File: config.mk
export PLATFORM = sky130hd
export DESIGN_NAME = div_iter_flat
export DESIGN_NICKNAME = d
export VERILOG_FILES = /design/src/rtl/div_iter_pkg.sv /design/src/rtl/div_iter_if.sv /design/src/rtl/div_iter_sign_fix.sv /design/src/rtl/div_iter.sv /design/src/flat_wrapper.sv
export SDC_FILE = /design/constraint.sdc
export NUM_CORES = 1
export LEC_CHECK = 0
export ABC_AREA = 1
export BUFFER_PORTS_ARGS = -buffer_cell sky130_fd_sc_hd__buf_2
export CAP_MARGIN = 20
export CORE_AREA = 2 2 161 163
export CTS_CLUSTER_SIZE = 24
export DETAILED_ROUTE_END_ITERATION = 6
export DIE_AREA = 0 0 163 165
export HOLD_SLACK_MARGIN = 0.03
export PLACE_DENSITY = 0.69
export SYNTH_ARGS = -nofsm -noshare
export SYNTH_HDL_FRONTEND = slang
export SYNTH_SLANG_ARGS = --single-unit
File: constraint.sdc
create_clock -name clk -period 2.5 [get_ports clk]
set_clock_uncertainty 0.15 [all_clocks]
set_input_delay 0.375 -clock clk [delete_from_list [all_inputs] [get_ports clk]]
set_output_delay 0.375 -clock clk [all_outputs]
set_load 0.02 [all_outputs]
File: src/rtl/div_iter_pkg.sv
// -----------------------------------------------------------------------------
// div_iter_pkg
// Shared definitions for the iterative divider: FSM state encodings, the
// start/stop and result-ready levels used on the EX handshake, the
// signed/unsigned operand select values and a small sign helper.
// No ports (package).
// -----------------------------------------------------------------------------
package div_iter_pkg;

    typedef enum logic [1:0] {
        DivFree   = 2'b00,
        DivByZero = 2'b01,
        DivOn     = 2'b10,
        DivEnd    = 2'b11
    } div_state_e;

    localparam logic DivStart          = 1'b1;
    localparam logic DivStop           = 1'b0;
    localparam logic DivResultReady    = 1'b1;
    localparam logic DivResultNotReady = 1'b0;
    localparam logic DivSigned         = 1'b1;
    localparam logic DivUnsigned       = 1'b0;

    // An operand is treated as negative only in signed mode with its MSB set.
    function automatic logic operand_negative(input logic sign_sel, input logic msb);
        logic neg;
        case (sign_sel)
            DivSigned:   neg = msb;
            DivUnsigned: neg = 1'b0;
            default:     neg = 1'b0;
        endcase
        return neg;
    endfunction

endpackage

File: src/rtl/div_iter_if.sv
// -----------------------------------------------------------------------------
// div_iter_if
// Request/response bundle between the EX stage (master) and the divider
// (slave).
//   signed_div_i  : 1 = signed operands
//   opdata1_i     : dividend
//   opdata2_i     : divisor
//   start_i       : request, held until ready_o is seen
//   annul_i       : cancel current/pending operation
//   result_o      : {remainder, quotient}
//   ready_o       : result valid
//   div_by_zero_o : divisor was zero (valid with ready_o)
//   busy_o        : divider is computing
// -----------------------------------------------------------------------------
interface div_iter_if #(
    parameter int WIDTH = 32
);
    logic                   signed_div_i;
    logic [WIDTH-1:0]       opdata1_i;
    logic [WIDTH-1:0]       opdata2_i;
    logic                   start_i;
    logic                   annul_i;
    logic [2*WIDTH-1:0]     result_o;
    logic                   ready_o;
    logic                   div_by_zero_o;
    logic                   busy_o;

    modport master (
        output signed_div_i, opdata1_i, opdata2_i, start_i, annul_i,
        input  result_o, ready_o, div_by_zero_o, busy_o
    );

    modport slave (
        input  signed_div_i, opdata1_i, opdata2_i, start_i, annul_i,
        output result_o, ready_o, div_by_zero_o, busy_o
    );
endinterface

File: src/rtl/div_iter_sign_fix.sv
// -----------------------------------------------------------------------------
// div_sign_fix
// Combinational conditional two's-complement. Used on the way in to turn a
// negative operand into its magnitude, and on the way out to apply the sign
// to quotient or remainder.
//   value  : input word
//   negate : 1 = output is -value, 0 = output is value
//   fixed  : result
// -----------------------------------------------------------------------------
module div_sign_fix #(
    parameter int WIDTH = 32
) (
    input  logic [WIDTH-1:0] value,
    input  logic             negate,
    output logic [WIDTH-1:0] fixed
);

    // Conditional negation; the most negative value maps onto itself, which is
    // exactly the unsigned magnitude we need on input and the wrap on output.
    always_comb begin
        if (negate) begin
            fixed = (~value) + {{(WIDTH-1){1'b0}}, 1'b1};
        end else begin
            fixed = value;
        end
    end

endmodule

File: src/rtl/div_iter.sv
// -----------------------------------------------------------------------------
// div_iter
// Multi-cycle restoring divider, one quotient bit per clock, signed or
// unsigned operands of WIDTH bits. Result is {remainder, quotient}.
//   clk : rising-edge clock
//   rst : synchronous active-high reset
//   bus : div_iter_if slave port (operands, start/annul, result/ready/flags)
// Latency from the edge that accepts start_i: ready_o after edge WIDTH+2, or
// after edge 2 when the divisor is zero.
// -----------------------------------------------------------------------------
module div_iter
    import div_iter_pkg::*;
#(
    parameter int WIDTH = 32,
    parameter int CNT_W = $clog2(WIDTH + 1)
) (
    input  logic        clk,
    input  logic        rst,
    div_iter_if.slave   bus
);

    div_state_e             state_r, state_s;
    logic [CNT_W-1:0]       cnt_r, cnt_s;
    logic [2*WIDTH:0]       work_r, work_s;
    logic [WIDTH-1:0]       divisor_r, divisor_s;
    logic                   dvd_neg_r, dvd_neg_s;
    logic                   dvs_neg_r, dvs_neg_s;
    logic [2*WIDTH-1:0]     result_r, result_s;
    logic                   ready_r, ready_s;
    logic                   dbz_r, dbz_s;
    logic                   busy_r, busy_s;

    logic                   in_dvd_neg_s;
    logic                   in_dvs_neg_s;
    logic [WIDTH-1:0]       dvd_mag_s;
    logic [WIDTH-1:0]       dvs_mag_s;
    logic [WIDTH-1:0]       quo_fix_s;
    logic [WIDTH-1:0]       rem_fix_s;
    logic [WIDTH+1:0]       upper_s;
    logic [WIDTH+1:0]       diff_s;

    assign in_dvd_neg_s = operand_negative(bus.signed_div_i, bus.opdata1_i[WIDTH-1]);
    assign in_dvs_neg_s = operand_negative(bus.signed_div_i, bus.opdata2_i[WIDTH-1]);

    div_sign_fix #(.WIDTH(WIDTH)) u_dvd_mag (
        .value  (bus.opdata1_i),
        .negate (in_dvd_neg_s),
        .fixed  (dvd_mag_s)
    );

    div_sign_fix #(.WIDTH(WIDTH)) u_dvs_mag (
        .value  (bus.opdata2_i),
        .negate (in_dvs_neg_s),
        .fixed  (dvs_mag_s)
    );

    // Quotient is negative when operand signs differ.
    div_sign_fix #(.WIDTH(WIDTH)) u_quo_fix (
        .value  (work_r[WIDTH-1:0]),
        .negate (dvd_neg_r ^ dvs_neg_r),
        .fixed  (quo_fix_s)
    );

    // Remainder follows the dividend sign.
    div_sign_fix #(.WIDTH(WIDTH)) u_rem_fix (
        .value  (work_r[2*WIDTH-1:WIDTH]),
        .negate (dvd_neg_r),
        .fixed  (rem_fix_s)
    );

    // Trial subtraction on the partial remainder as it will look after the
    // left shift. One extra bit above the shifted window carries the sign, so
    // the top work bit (always zero going in) simply feeds that sign position.
    assign upper_s = work_r[2*WIDTH:WIDTH-1];
    assign diff_s  = upper_s - {2'b00, divisor_r};

    // Next-state, datapath and next-output decode.
    always_comb begin
        state_s   = state_r;
        cnt_s     = cnt_r;
        work_s    = work_r;
        divisor_s = divisor_r;
        dvd_neg_s = dvd_neg_r;
        dvs_neg_s = dvs_neg_r;
        result_s  = result_r;
        ready_s   = DivResultNotReady;
        dbz_s     = 1'b0;
        busy_s    = 1'b0;

        case (state_r)
            DivFree: begin
                // annul has priority: a flushed instruction is never accepted
                if ((bus.start_i == DivStart) && (bus.annul_i == 1'b0)) begin
                    work_s    = {{(WIDTH+1){1'b0}}, dvd_mag_s};
                    divisor_s = dvs_mag_s;
                    dvd_neg_s = in_dvd_neg_s;
                    dvs_neg_s = in_dvs_neg_s;
                    cnt_s     = {CNT_W{1'b0}};
                    busy_s    = 1'b1;
                    if (bus.opdata2_i == {WIDTH{1'b0}}) begin
                        state_s = DivByZero;
                    end else begin
                        state_s = DivOn;
                    end
                end else begin
                    state_s = DivFree;
                end
            end

            DivByZero: begin
                if (bus.annul_i == 1'b1) begin
                    state_s = DivFree;
                end else begin
                    state_s  = DivEnd;
                    result_s = {(2*WIDTH){1'b0}};
                    ready_s  = DivResultReady;
                    dbz_s    = 1'b1;
                end
            end

            DivOn: begin
                if (bus.annul_i == 1'b1) begin
                    state_s = DivFree;
                end else if (cnt_r == CNT_W'(WIDTH)) begin
                    state_s  = DivEnd;
                    result_s = {rem_fix_s, quo_fix_s};
                    ready_s  = DivResultReady;
                end else begin
                    busy_s = 1'b1;
                    cnt_s  = cnt_r + CNT_W'(1);
                    if (diff_s[WIDTH+1] == 1'b0) begin
                        work_s = {diff_s[WIDTH:0], work_r[WIDTH-2:0], 1'b1};
                    end else begin
                        work_s = {work_r[2*WIDTH-1:0], 1'b0};
                    end
                end
            end

            DivEnd: begin
                if (bus.annul_i == 1'b1) begin
                    state_s = DivFree;
                end else if (bus.start_i == DivStop) begin
                    state_s = DivFree;
                end else begin
                    state_s = DivEnd;
                    ready_s = DivResultReady;
                    dbz_s   = dbz_r;
                end
            end

            default: begin
                state_s = DivFree;
            end
        endcase
    end

    // State, datapath and output registers with synchronous reset.
    always_ff @(posedge clk) begin
        if (rst) begin
            state_r   <= DivFree;
            cnt_r     <= {CNT_W{1'b0}};
            work_r    <= {(2*WIDTH+1){1'b0}};
            divisor_r <= {WIDTH{1'b0}};
            dvd_neg_r <= 1'b0;
            dvs_neg_r <= 1'b0;
            result_r  <= {(2*WIDTH){1'b0}};
            ready_r   <= DivResultNotReady;
            dbz_r     <= 1'b0;
            busy_r    <= 1'b0;
        end else begin
            state_r   <= state_s;
            cnt_r     <= cnt_s;
            work_r    <= work_s;
            divisor_r <= divisor_s;
            dvd_neg_r <= dvd_neg_s;
            dvs_neg_r <= dvs_neg_s;
            result_r  <= result_s;
            ready_r   <= ready_s;
            dbz_r     <= dbz_s;
            busy_r    <= busy_s;
        end
    end

    assign bus.result_o      = result_r;
    assign bus.ready_o       = ready_r;
    assign bus.div_by_zero_o = dbz_r;
    assign bus.busy_o        = busy_r;

endmodule
File: src/flat_wrapper.sv
// flat-port wrapper written by rule: the top's interface ports become plain ports
module div_iter_flat import div_iter_pkg::*;
#(
    parameter int WIDTH = 32,
    parameter int CNT_W = $clog2(WIDTH + 1)
)
  (clk, rst, bus_signed_div_i, bus_opdata1_i, bus_opdata2_i, bus_start_i, bus_annul_i, bus_result_o, bus_ready_o, bus_div_by_zero_o, bus_busy_o);
  div_iter_if #(.WIDTH(WIDTH)) bus_i ();
  input  logic clk;
  input  logic rst;
  input wire logic [$bits(bus_i.signed_div_i)-1:0] bus_signed_div_i;
  input wire logic [$bits(bus_i.opdata1_i)-1:0] bus_opdata1_i;
  input wire logic [$bits(bus_i.opdata2_i)-1:0] bus_opdata2_i;
  input wire logic [$bits(bus_i.start_i)-1:0] bus_start_i;
  input wire logic [$bits(bus_i.annul_i)-1:0] bus_annul_i;
  output wire logic [$bits(bus_i.result_o)-1:0] bus_result_o;
  output wire logic [$bits(bus_i.ready_o)-1:0] bus_ready_o;
  output wire logic [$bits(bus_i.div_by_zero_o)-1:0] bus_div_by_zero_o;
  output wire logic [$bits(bus_i.busy_o)-1:0] bus_busy_o;
  assign bus_i.signed_div_i = bus_signed_div_i;
  assign bus_i.opdata1_i = bus_opdata1_i;
  assign bus_i.opdata2_i = bus_opdata2_i;
  assign bus_i.start_i = bus_start_i;
  assign bus_i.annul_i = bus_annul_i;
  assign bus_result_o = bus_i.result_o;
  assign bus_ready_o = bus_i.ready_o;
  assign bus_div_by_zero_o = bus_i.div_by_zero_o;
  assign bus_busy_o = bus_i.busy_o;
  div_iter #(.WIDTH(WIDTH), .CNT_W(CNT_W)) u_core (.clk(clk), .rst(rst), .bus(bus_i));
endmodule
Word level (Yosys, flattened, before mapping)
Index checks and enable logic that the tools add are counted.
{"block": "word_totals", "regBits": 174, "inputBits": 69, "out_inout_bits": 67}
{"block": "classes", "addsub": 6, "n_eq_ne": 11, "n_mux": 40, "bitwise_logic": 7, "n_reduce_logical": 8}
{"op": "65-bit 2-to-1 mux", "n": 4}
{"op": "64-bit 2-to-1 mux", "n": 3}
{"op": "65-bit case mux with 2 select lines", "n": 1}
{"op": "32-bit by 1-bit adder with 32-bit output (second input constant)", "n": 4}
{"op": "32-bit 2-to-1 mux", "n": 4}
{"op": "32-bit inverter", "n": 4}
{"op": "64-bit case mux with 2 select lines", "n": 1}
{"op": "34-bit by 32-bit subtractor with 34-bit output", "n": 1}
{"op": "32-bit zero test", "n": 1}
{"op": "6-bit 2-to-1 mux", "n": 3}
{"op": "2-bit 2-to-1 mux", "n": 7}
{"op": "6-bit case mux with 2 select lines", "n": 1}
{"op": "1-bit 2-to-1 mux", "n": 10}
{"op": "1-bit case mux with 2 select lines", "n": 4}
{"op": "2-bit case mux with 4 select lines", "n": 1}
{"op": "4-bit AND reduction", "n": 2}
{"op": "6-bit by 1-bit adder with 6-bit output (second input constant)", "n": 1}
{"op": "6-bit == test (second input constant)", "n": 1}
{"op": "2-bit inequality test (second input constant)", "n": 3}
{"op": "2-bit == test (second input constant)", "n": 2}
{"op": "2-bit by 1-bit inequality test with 1-bit output (second input constant)", "n": 2}
{"op": "2-bit nonzero test", "n": 2}
{"op": "3-bit by 2-bit inequality test with 1-bit output (second input constant)", "n": 1}
{"op": "3-bit inequality test (second input constant)", "n": 1}
{"op": "7 further kinds", "n": 8}

Depth between registers and ports, before layout
{"block": "depth", "word_depth": 6, "mapped_depth": 18}

Cells and area by module
Synthesis repeated with hierarchy kept, for this count alone.
{"block": "hier_totals", "cells_unflattened": 2427, "area_unflattened_um2": 14241.2}
{"mod": "div_iter", "n_inst": 1, "cells_per_inst": 1519, "area_each_um2": 9806.9, "seq_area_each_um2": 3483.3}
{"mod": "div_sign_fix", "n_inst": 4, "cells_per_inst": 227, "area_each_um2": 1108.6, "seq_area_each_um2": 0.0}

Least setup slack after synthesis
No wires, ideal clock.
{"block": "synth_timing", "path_kind": "reg-to-reg", "from": "register u_core.work_r[38]", "to": "register u_core.work_r[64]", "arrival_time_ns": 1.921, "required_ns": 2.280, "setup_slack_ns": 0.359, "stages_incl_launch_ff": 16, "path_cell_list": "dfxtp_1 -> ha_1 -> nand2_2 -> inv_2 -> a21oi_2 -> nand3_2 -> nand2_1 -> nand2_2 -> nand2_2 -> nand2_2 -> nand2_2 -> nand2_4 -> buf_6 -> nand2_1 -> nand3_1 -> a21oi_1"}
{"block": "synth_between", "elab_chain_len": 5}
{"element": "start, declared", "line": "div_iter.sv:24", "rtl": "logic [2*WIDTH:0] work_r, work_s;"}
{"element": "start signal, assigned", "line": "div_iter.sv:162", "rtl": "work_r <= {(2*WIDTH+1){1'b0}};"}
{"element": "start signal, assigned", "line": "div_iter.sv:173", "rtl": "work_r <= work_s;"}
{"element": "34-bit by 32-bit subtractor with 34-bit output", "line": "div_iter.sv:75", "rtl": "assign diff_s = upper_s - {2'b00, divisor_r};"}
{"element": "65-bit 2-to-1 mux", "line": "div_iter.sv:131", "rtl": "if (diff_s[WIDTH+1] == 1'b0) begin"}
{"element": "65-bit 2-to-1 mux", "line": "div_iter.sv:124", "rtl": "end else if (cnt_r == CNT_W'(WIDTH)) begin"}
{"element": "65-bit 2-to-1 mux", "line": "div_iter.sv:122", "rtl": "if (bus.annul_i == 1'b1) begin"}
{"element": "65-bit case mux with 2 select lines", "line": "div_iter.sv:90", "rtl": "case (state_r)"}
No other way between the ends. The select of a mux whose other input is x is not followed.
A chain may end at the register's enable or synchronous reset.

Final worst setup path
{"block": "layout_timing", "from": "register u_core.divisor_r[14]", "to": "register u_core.work_r[40]"}
{"block": "layout_between", "elab_chain_len": 5}
{"element": "start, declared", "line": "div_iter.sv:25", "rtl": "logic [WIDTH-1:0] divisor_r, divisor_s;"}
{"element": "start signal, assigned", "line": "div_iter.sv:163", "rtl": "divisor_r <= {WIDTH{1'b0}};"}
{"element": "start signal, assigned", "line": "div_iter.sv:174", "rtl": "divisor_r <= divisor_s;"}
{"element": "34-bit by 32-bit subtractor with 34-bit output", "line": "div_iter.sv:75"}
{"element": "65-bit 2-to-1 mux", "line": "div_iter.sv:131"}
{"element": "65-bit 2-to-1 mux", "line": "div_iter.sv:124"}
{"element": "65-bit 2-to-1 mux", "line": "div_iter.sv:122"}
{"element": "65-bit case mux with 2 select lines", "line": "div_iter.sv:90"}
No other way between the ends. The select of a mux whose other input is x is not followed.

==> reports/qor.yml <==
status: "finished with violations"
violations: "DRC"
globalplace.congestion: 1.06
syn-num-nets: 2140
n_fill_cell: 2494
swShare_pct: 35.0
n_antenna_cell: 0
antenna_left: 0
drt-wirelength-per-cell_um: 16.8
floorplan.die_area_um2: 26900
cts.clk_slew.worst_paths_ns: 0.08
p_comb_share_pct: 25.2
synth_fa_ha_area_share_pct: 4.39
seq_power_share_pct: 38.9
fin_cells: 2584
synth_edf_count: 0
dp_hpwl_um: 33600
critPathLaunchType: "flop"
die_w_um: 163
ys_warn_count: 0
cts_buffer_depth: 2
wirelength_um: 43500
synth_mux_area_share_pct: 0
core_area_um2: 25000
vias: 14100
ys_types: 52
synth_cells: 2028
cts_sinks: 174
tightest_slew_ns: 0.799
clock_power_share_pct: 35.9
vdd_drop_max_uv: 332
cts_tree: "built"
io_pins: 136
nets: 2353
grt_overflow: 0
synth_compound_area_share_pct: 18.1
synth_top_family_by_area: "simple AND/OR/NAND/NOR gates"
cts_buffers: 17
grt_max_degree: 133
hold_path_class: "primary input to flop"
slew_headroom_pct: 46.7
maxSlewViolCount: 0
syn_avg_cell_area_um2: 6.13
power.internal_mw: 4.89
insertion_delay_ns: 0.44
drc_errors: 1
critPathCaptureType: "flop"
hold_violations: 0
port_buffers: 135
maxCapViolations: 0
layout_commonest_cell: "nand2_1"
yosys.area_share.simple_pct: 35.2
crit_fanout: 11
synth_top_area_share_pct: 28.0
synth_flop_cell: "dfxtp_1"
drt_iter0_markers: 1484
post-route-util_pct: 61.3
viasPerCell: 5.46
first_pass_iters: 7
worstSetupPathType: "flop to flop"
grt_pass1_wl_um: 67300
setup_viol: 0
crit_required_ns: 2.72
ys_ff_latch: 174
layout_common_cells: "nand2_1 (533), inv_1 (229), a21oi_1 (216)"
htreeDepth: 4
p_leak_nw: 7.44
syn_area_um2: 12400
synthTopCellsByArea: "dfxtp_1 (28%), nand2_1 (16%), a21oi_1 (9.3%), nand3_1 (7.3%), inv_1 (7.2%)"
cts-root-buf: "clkbuf_16"
synthXorXnorAreaFrac_pct: 3.95
row_count: 58
seq_area_frac_synth_pct: 28.0
drive_above_1_share_pct: 19.6
synth_top_cell_by_area: "dfxtp_1"
power-per-cell-area_nw_per_um2: 491
cp.arrival_ns: 2.66
power.switching_mw: 2.64
dpl.cell_count: 2548
min_period_over_period_pct: 97.6
fmax_mhz: 410
first_global_vias: 13100
finalCriticalPeriod_ns: 2.44
fp.dieH_um: 165
grt_antenna_before_repair: 0
track_usage_pct: 31.7
start_util_pct: 49.7
areaGrowthSynthToFinish_pct: 23.4
ys_async_sr_fraction_pct: 0
-- per-layer routing --
| layer | vias to the layer above | GRT usage [%] | part of all wire (%) |
|---|---|---|---|
| li1 | 7026 | - | - |
| met1 | 6515 | 39.1 | 43 |
| met2 | 478 | 54.5 | 48 |
| met3 | 92 | 4.52 | 5.2 |
| met4 | 0 | 14.8 | 4.4 |
| met5 | - | 0 | 0 |
-- area by class of cell --
cell class / instances / area, µm² / share of cell area [%]
clock buffer: 18 / 439 / 2.86
clock inverter: 14 / 149 / 0.970
inverter: 245 / 922 / 6.01
multi-input combinational: 1531 / 8100 / 52.8
sequential: 174 / 3500 / 22.8
tap: 330 / 413 / 2.69
timing repair buffer: 272 / 1820 / 11.9
-- cell families (layout without fill, tap and decap cells) --
group,Yosys count,in the layout
xor+xnor,56,56
simple gates,1014,1014
buf+inv,323,549
fa+ha+maj,43,43
compound gates,418,418
flops,174,174
-- path summary, 6_finish.rpt --
kind,start,to,slack [ns],cells past startpoint
setup / recovery,u_core.divisor_r[14],u_core.work_r[40],0.06,15
hold reg to reg,u_core.bus.result_o[24],u_core.bus.result_o[24],0.31,2
hold / removal,bus_opdata1_i[31],u_core.work_r[31],0.09,3
setup reg to reg,u_core.divisor_r[14],u_core.work_r[40],0.06,15
-- synth_stat cells (4+ instances only) --
cell and count:
a31oi_1 7, nor2_2 4, inv_2 4, xnor2_1 22
o221ai_1 5, nand4_1 7, nand3_2 8, nand3_1 181
o21ai_0 114, o31ai_1 4, o21bai_1 7, nor2_1 185
xor2_1 34, nor3_1 27, nand3b_1 14, dfxtp_1 174
a21oi_2 4, buf_2 19, ha_1 42, buf_6 6
nor4_1 5, nand2_2 10, nand2_1 545, nor3_2 6
or2_2 8, a21oi_1 231, buf_1 10, clkbuf_1 41
inv_1 239, o211ai_1 17, o21ai_1 13
-- through the flow --
stage	worst slack [ns]	setup TNS [ns]	total power [mW]	hold slack (ns)	area, µm²
2_1_floorplan	0.359	0	4.11	0.272	12400
3_3_place_gp	-0.0876	-0.0876	4.74	0.296	14300
3_5_place_dp	-0.0566	-0.0996	4.75	0.302	14300
4_1_cts	0.00778	0	7.43	0.0864	14900
5_1_grt	-0.0293	-0.109	7.87	0.0773	15300
6_report	0.0589	0	7.53	0.0858	15300
-- worst max-delay path, stage by stage (launching register included) --
cell and delay, ns:
dfxtp_1 0.31, inv_1 0.08, ha_1 0.33, a21oi_2 0.19, o21ai_1 0.10, buf_4 0.15, a21oi_2 0.14, nand2_2 0.10
nand2_4 0.09, nand2_2 0.07, nand2_2 0.10, nand2_4 0.10, buf_12 0.15, nand2_1 0.05, nand3_1 0.09, a21oi_2 0.17
-- sequential cells by signal (all words and copies together), names as in the netlist --
register                  cells
u_core.work_r                65
u_core.bus.div_by_zero_o      1
u_core.divisor_r             32
u_core.dvd_neg_r              1
u_core.bus.busy_o             1
u_core.bus.ready_o            1
u_core.state_r                2
u_core.dvs_neg_r              1
u_core.cnt_r                  6
u_core.bus.result_o          64
-- power by group through the flow --
stage          clock, mW  sequential, mW  combinational, mW
2_1_floorplan          0            2.98               1.13
3_3_place_gp           0            2.99               1.75
3_5_place_dp           0            2.99               1.76
4_1_cts             2.73            2.92               1.78
5_1_grt             2.84            2.94               2.08
6_report            2.71            2.93               1.90
-- timing repair --
action	in CTS	in global routing
setup buffers	0	4
gates cloned	0	0
pin swaps	0	16
setup endpoints to repair	21	38
hold buffers	0	0
gates resized for setup	6	98
No activity file was read; power rests on OpenSTA's default activity.
